`src/rtl/div_unit_pkg.sv`:
```
// Shared width defaults and FSM state codes for the iterative divider.
package div_unit_pkg;

  localparam int unsigned DIV_WIDTH = 32;

  typedef enum logic [1:0] {
    ST_IDLE = 2'd0,
    ST_BUSY = 2'd1,
    ST_DONE = 2'd2
  } div_state_e;

endpackage

```
`src/rtl/div_unit_if.sv`:
```
// EX-stage <-> divider handshake: operands and control in, result and stall out.
interface div_unit_if import div_unit_pkg::*; #(
  parameter int unsigned WIDTH = DIV_WIDTH
);

  logic             annul;
  logic             start;
  logic             signed_div;
  logic [WIDTH-1:0] dividend;
  logic [WIDTH-1:0] divisor;
  logic             ack;
  logic             result_ready;
  logic [WIDTH-1:0] quotient;
  logic [WIDTH-1:0] remainder;
  logic             stallreq;

  modport master (
    output annul, start, signed_div, dividend, divisor, ack,
    input  result_ready, quotient, remainder, stallreq
  );

  modport slave (
    input  annul, start, signed_div, dividend, divisor, ack,
    output result_ready, quotient, remainder, stallreq
  );

endinterface

```
`src/rtl/div_unit_step.sv`:
```
// One radix-2 restoring iteration: shift {rem,q} left, subtract divisor, keep if non-negative.
module div_unit_step #(
  parameter int unsigned WIDTH = 32
) (
  input  logic [WIDTH-1:0] rem_i,
  input  logic [WIDTH-1:0] q_i,
  input  logic [WIDTH-1:0] dvs_i,
  output logic [WIDTH-1:0] rem_o,
  output logic [WIDTH-1:0] q_o
);

  logic [WIDTH:0] shifted;
  logic [WIDTH:0] trial;

  assign shifted = {rem_i, q_i[WIDTH-1]};
  assign trial   = shifted - {1'b0, dvs_i};

  // trial MSB set means the subtraction went negative: restore
  assign rem_o = trial[WIDTH] ? shifted[WIDTH-1:0] : trial[WIDTH-1:0];
  assign q_o   = {q_i[WIDTH-2:0], ~trial[WIDTH]};

endmodule

```
`src/rtl/div_unit.sv`:
```
// Multi-cycle DIV/DIVU unit for the EX stage; holds the pipeline via stallreq until done.
module div_unit import div_unit_pkg::*; #(
  parameter int unsigned WIDTH = DIV_WIDTH
) (
  input  logic        clk,
  input  logic        rst,
  div_unit_if.slave   bus
);

  localparam int unsigned CNT_W = (WIDTH > 2) ? $clog2(WIDTH) : 1;
  localparam logic [CNT_W-1:0] LAST_CNT = CNT_W'(WIDTH - 1);

  div_state_e       state_q;
  logic [CNT_W-1:0] cnt_q;
  logic [WIDTH-1:0] rem_q;
  logic [WIDTH-1:0] q_q;
  logic [WIDTH-1:0] dvs_q;
  logic             neg_quot_q;
  logic             neg_rem_q;
  logic [WIDTH-1:0] quot_out_q;
  logic [WIDTH-1:0] rem_out_q;
  logic             ready_q;

  logic             dvd_neg;
  logic             dvs_neg;
  logic [WIDTH-1:0] dvd_abs;
  logic [WIDTH-1:0] dvs_abs;
  logic [WIDTH-1:0] step_rem;
  logic [WIDTH-1:0] step_q;
  logic [WIDTH-1:0] quot_d;
  logic [WIDTH-1:0] rem_d;

  // Magnitudes and signs of the operands, valid only in the accept cycle
  assign dvd_neg = bus.signed_div & bus.dividend[WIDTH-1];
  assign dvs_neg = bus.signed_div & bus.divisor[WIDTH-1];
  assign dvd_abs = dvd_neg ? -bus.dividend : bus.dividend;
  assign dvs_abs = dvs_neg ? -bus.divisor  : bus.divisor;

  div_unit_step #(.WIDTH(WIDTH)) u_step (
    .rem_i (rem_q),
    .q_i   (q_q),
    .dvs_i (dvs_q),
    .rem_o (step_rem),
    .q_o   (step_q)
  );

  // Sign fix-up on the final step; remainder follows the dividend's sign
  assign quot_d = neg_quot_q ? -step_q   : step_q;
  assign rem_d  = neg_rem_q  ? -step_rem : step_rem;

  always_ff @(posedge clk) begin
    if (rst) begin
      state_q    <= ST_IDLE;
      cnt_q      <= '0;
      rem_q      <= '0;
      q_q        <= '0;
      dvs_q      <= '0;
      neg_quot_q <= 1'b0;
      neg_rem_q  <= 1'b0;
      quot_out_q <= '0;
      rem_out_q  <= '0;
      ready_q    <= 1'b0;
    end else if (bus.annul) begin
      state_q <= ST_IDLE;
      ready_q <= 1'b0;
    end else begin
      unique case (state_q)
        ST_IDLE: begin
          if (bus.start) begin
            if (bus.divisor == '0) begin
              quot_out_q <= '1;
              rem_out_q  <= bus.dividend;
              ready_q    <= 1'b1;
              state_q    <= ST_DONE;
            end else begin
              rem_q      <= '0;
              q_q        <= dvd_abs;
              dvs_q      <= dvs_abs;
              neg_quot_q <= dvd_neg ^ dvs_neg;
              neg_rem_q  <= dvd_neg;
              cnt_q      <= '0;
              state_q    <= ST_BUSY;
            end
          end
        end
        ST_BUSY: begin
          rem_q <= step_rem;
          q_q   <= step_q;
          cnt_q <= cnt_q + CNT_W'(1);
          if (cnt_q == LAST_CNT) begin
            quot_out_q <= quot_d;
            rem_out_q  <= rem_d;
            ready_q    <= 1'b1;
            state_q    <= ST_DONE;
          end
        end
        ST_DONE: begin
          if (bus.ack) begin
            ready_q <= 1'b0;
            state_q <= ST_IDLE;
          end
        end
        default: state_q <= ST_IDLE;
      endcase
    end
  end

  // Combinational so EX can advance in the very cycle the result is presented
  assign bus.stallreq     = ~rst & ~bus.annul & bus.start & (state_q != ST_DONE);
  assign bus.result_ready = ready_q;
  assign bus.quotient     = quot_out_q;
  assign bus.remainder    = rem_out_q;

endmodule

```
`src/flat_wrapper.sv`:
```
// flat-port wrapper written by rule: the top's interface ports become plain ports
module div_unit_flat import div_unit_pkg::*;
#(
  parameter int unsigned WIDTH = DIV_WIDTH
)
  (clk, rst, bus_annul, bus_start, bus_signed_div, bus_dividend, bus_divisor, bus_ack, bus_result_ready, bus_quotient, bus_remainder, bus_stallreq);
  div_unit_if #(.WIDTH(WIDTH)) bus_i ();
  input  logic clk;
  input  logic rst;
  input wire logic [$bits(bus_i.annul)-1:0] bus_annul;
  input wire logic [$bits(bus_i.start)-1:0] bus_start;
  input wire logic [$bits(bus_i.signed_div)-1:0] bus_signed_div;
  input wire logic [$bits(bus_i.dividend)-1:0] bus_dividend;
  input wire logic [$bits(bus_i.divisor)-1:0] bus_divisor;
  input wire logic [$bits(bus_i.ack)-1:0] bus_ack;
  output wire logic [$bits(bus_i.result_ready)-1:0] bus_result_ready;
  output wire logic [$bits(bus_i.quotient)-1:0] bus_quotient;
  output wire logic [$bits(bus_i.remainder)-1:0] bus_remainder;
  output wire logic [$bits(bus_i.stallreq)-1:0] bus_stallreq;
  assign bus_i.annul = bus_annul;
  assign bus_i.start = bus_start;
  assign bus_i.signed_div = bus_signed_div;
  assign bus_i.dividend = bus_dividend;
  assign bus_i.divisor = bus_divisor;
  assign bus_i.ack = bus_ack;
  assign bus_result_ready = bus_i.result_ready;
  assign bus_quotient = bus_i.quotient;
  assign bus_remainder = bus_i.remainder;
  assign bus_stallreq = bus_i.stallreq;
  div_unit #(.WIDTH(WIDTH)) u_core (.clk(clk), .rst(rst), .bus(bus_i));
endmodule
```
`config.mk`:
```
export PLATFORM = sky130hd
export DESIGN_NAME = div_unit_flat
export DESIGN_NICKNAME = d
export VERILOG_FILES = /design/src/rtl/div_unit_pkg.sv /design/src/rtl/div_unit_if.sv /design/src/rtl/div_unit_step.sv /design/src/rtl/div_unit.sv /design/src/flat_wrapper.sv
export SDC_FILE = /design/constraint.sdc
export NUM_CORES = 1
export LEC_CHECK = 0
export CAP_MARGIN = 0
export CORE_MARGIN = 5
export CORE_UTILIZATION = 55
export DETAILED_ROUTE_END_ITERATION = 10
export GPL_TIMING_DRIVEN = 0
export PLACE_DENSITY = 0.78
export SKIP_CTS_REPAIR_TIMING = 1
export SKIP_LAST_GASP = 1
export SYNTH_ARGS = -nofsm -noshare
export SYNTH_HDL_FRONTEND = slang
export SYNTH_SLANG_ARGS = --single-unit
```
`constraint.sdc`:
```
create_clock -name clk -period 12.3 [get_ports clk]
set_input_delay 2.46 -clock clk [delete_from_list [all_inputs] [get_ports clk]]
set_output_delay 2.46 -clock clk [all_outputs]
set_load 0.01 [all_outputs]
```
==> results.py <==
metrics = {
    "run_status": {
        "status": "finished clean",
    },
    "timing": {
        "min_period_ns": 6.44,
        "finalSetupTns_ns": 0,
        "drv_slew": 0,
        "rsz0062_at_grt": "false",
        "fin_ws_ns": 5.86,
        "period_share": 0.524,
        "max_freq_mhz": 155,
        "setup_viol": 0,
        "skew_ns": 0.0133,
        "holdWs_ns": 0.462,
        "tightest_slew_ns": 1.34,
        "hold_viol_final": 0,
        "slew-limit-headroom": 0.0951,
    },
    "cts": {
        "cts_sinks": 170,
        "clockBufferDepth": 2,
        "root_buffer": "clkbuf_16",
        "cts_tree": "built",
        "cts_buffers": 17,
        "clkTransAtPathRegs_ns": 0.07,
        "clk_latency_ns": 0.45,
        "htreeDepth": 4,
    },
    "detailed_routing": {
        "wirelength_microns": 41800,
        "dr.pass1.iters": 8,
        "viasPerCell": 6.20,
        "post_drt_wl_per_cell_microns": 20.6,
        "drc": 0,
        "vias": 12600,
        "antenna_left": 0,
        "drt_iter0_drc": 1179,
    },
    "synth": {
        "async_reset_ff_frac": 0,
        "syn_nets": 1693,
        "synth_mux_area_frac": 0.0258,
        "synth_top_cells_by_area": "dfxtp_1 (28%), nor2_1 (7.2%), a21oi_1 (6.2%)",
        "synth-edff-count": 0,
        "yosysMostFrequentCell": "nor2_1",
        "avgSynthCellArea_sq_um": 7.61,
        "ys_types": 104,
        "synth_compound_area_frac": 0.287,
        "synth_xor_area_frac": 0.0959,
        "syn_area_sq_um": 12100,
        "ys_seq_area_frac": 0.282,
        "synth_top_family_by_area": "compound AO/OA/AOI/OAI gates",
        "synth_adder_area_share": 0.0411,
        "synth.largest_area_cell": "dfxtp_1",
        "synthCells": 1584,
        "synth-seq-cells": 170,
        "yosys_warnings": 0,
        "synthTopCellsByCount": "nor2_1 (232), dfxtp_1 (170), a21oi_1 (150)",
        "synthSimpleGateAreaFrac": 0.205,
        "synth_flop_cell": "dfxtp_1",
        "synth.top_cell.area_share": 0.282,
    },
    "critical_path": {
        "cp_cell_sequence": "clkdlybuf4s50_1, buf_6, nor2_1, and3_1, clkdlybuf4s50_1",
        "worst-endpoint-arrival_ns": 3.98,
        "cp-start-kind": "input port",
        "path_max_fanout": 10,
        "cp_common_cell": "clkdlybuf4s50_1",
        "critPathTopFamily": "buffers and inverters",
        "required_ns": 9.84,
        "worstSetupPathType": "input port to output pin",
        "slowest_delay_ns": 0.53,
        "crit_path_end_kind": "output pin",
        "critPathSlowestCell": "clkdlybuf4s50_1",
        "path_buf_inv": 3,
    },
    "global_routing": {
        "grt_overflow": 0,
        "track_usage": 0.330,
        "grt_pass1_wl_microns": 64300,
        "grt_use_met3": 0.0560,
        "grt.met2_usage": 0.569,
        "busiest_layer": "met2",
        "first_global_vias": 12000,
        "antenna_found_initial": 0,
        "met1_usage": 0.386,
        "grt_max_degree": 19,
    },
    "final_layout": {
        "drive_gt1_frac": 0.0669,
        "area_growth_pct": 18.9,
        "n_antenna_cell": 0,
        "fin_cells": 2030,
        "fin_nets": 1847,
    },
    "run": {
        "max_cap_viol_count": 0,
    },
    "placement": {
        "place_inst": 1999,
        "io_buffers": 135,
        "dpl_worst_slack_ns": 5.53,
        "dp_hpwl_microns": 33100,
        "gp_congestion": 0.998,
    },
    "floorplan": {
        "io_pins": 136,
        "start_util": 0.556,
        "die_w_microns": 158,
        "num_rows": 54,
        "die_area_sq_um": 25000,
        "fp.coreArea_sq_um": 21700,
        "die_height_microns": 158,
    },
    "power_and_ir_drop": {
        "power_density_nw_per_um2": 99.2,
        "peakVddDrop_v": 0.0000844,
        "leakage_nw": 5.45,
        "power.total_mw": 1.42,
    },
    "min_path": {
        "hold_class": "flop to flop",
    },
}
[worst min-delay path, stage by stage, from the launching register on]
cell     delay [ns]
dfxtp_1        0.31
nand2_1        0.05
a21oi_1        0.05
[metrics by stage]
stage / utilization / instance area (sq um)
global placement: 0.634 / 13800
CTS: 0.661 / 14300
floorplan: - / 12100
finish: 0.661 / 14300
global route: 0.661 / 14300
detailed placement: 0.634 / 13800
[routing by layer]
layer	vias to the layer above	wire (microns)	share of wire
li1	6042	-	-
met1	5738	16000	0.38
met2	654	19700	0.47
met3	148	3590	0.086
met4	0	2530	0.061
met5	-	0	0
[where the power goes]
group          total, mW  internal (mW)  switching [mW]
combinational      0.303          0.114           0.189
sequential         0.580          0.566          0.0137
clock              0.538          0.270           0.267
total               1.42          0.950           0.471
[flip-flops by register name, indices dropped and copies added (netlist names)]
register                 cells
u_core.bus.quotient         32
u_core.bus.remainder        32
u_core.bus.result_ready      1
u_core.cnt_q                 5
u_core.dvs_q                32
u_core.neg_quot_q            1
u_core.neg_rem_q             1
u_core.q_q                  32
u_core.rem_q                32
u_core.state_q               2
[cell type report]
type	count	area, sq um
multi-input cells	1253	7900
fillers	1982	7360
flip-flops and latches	170	3400
repair buffers	135	1350
plain buffers	104	536
clock buffers	17	425
well taps	280	350
inverters	57	214
clock inverters	14	149
[worst paths after layout]
kind | from | cells after the start | end | slack, ns
max reg2reg | u_core.q_q[31] | 26 | u_core.bus.remainder[28] | 6.20
min reg2reg | u_core.dvs_q[31] | 2 | u_core.dvs_q[31] | 0.46
min | u_core.dvs_q[31] | 2 | u_core.dvs_q[31] | 0.46
max | rst | 5 | bus_stallreq | 5.86
[cells by family (layout without fill, tap and decap cells)]
group | Yosys count | after routing
XOR/XNOR | 132 | 132
adder cells (fa/ha/maj) | 39 | 39
buffers and inverters | 161 | 327
AND/OR/NAND/NOR | 530 | 530
flip-flops | 170 | 170
multiplexers | 29 | 29
AO/OA/AOI/OAI | 523 | 523
[placed cells by master, fill, tap and decap left out, types with 14 or more instances in the layout]
cell             Yosys  routed
a21oi_1            150     150
xor2_1              70      70
clkbuf_1            67      67
o41ai_1             14      14
a22oi_1             24      24
clkdlybuf4s50_1      0     135
buf_2               18      18
a211oi_1            78      78
nor3_1              29      29
nand3_1             19      19
nor2_1             232     232
nand2_1            125     125
inv_1               56      56
nand4_1             17      17
a31oi_1             14      14
o31ai_1             24      24
clkbuf_16            0      17
dfxtp_1            170     170
xnor2_1             62      62
ha_1                38      38
mux2i_1             21      21
or3_1               17      17
o21ai_0            118     118
Note: power is estimated with default switching activity, not from simulation.
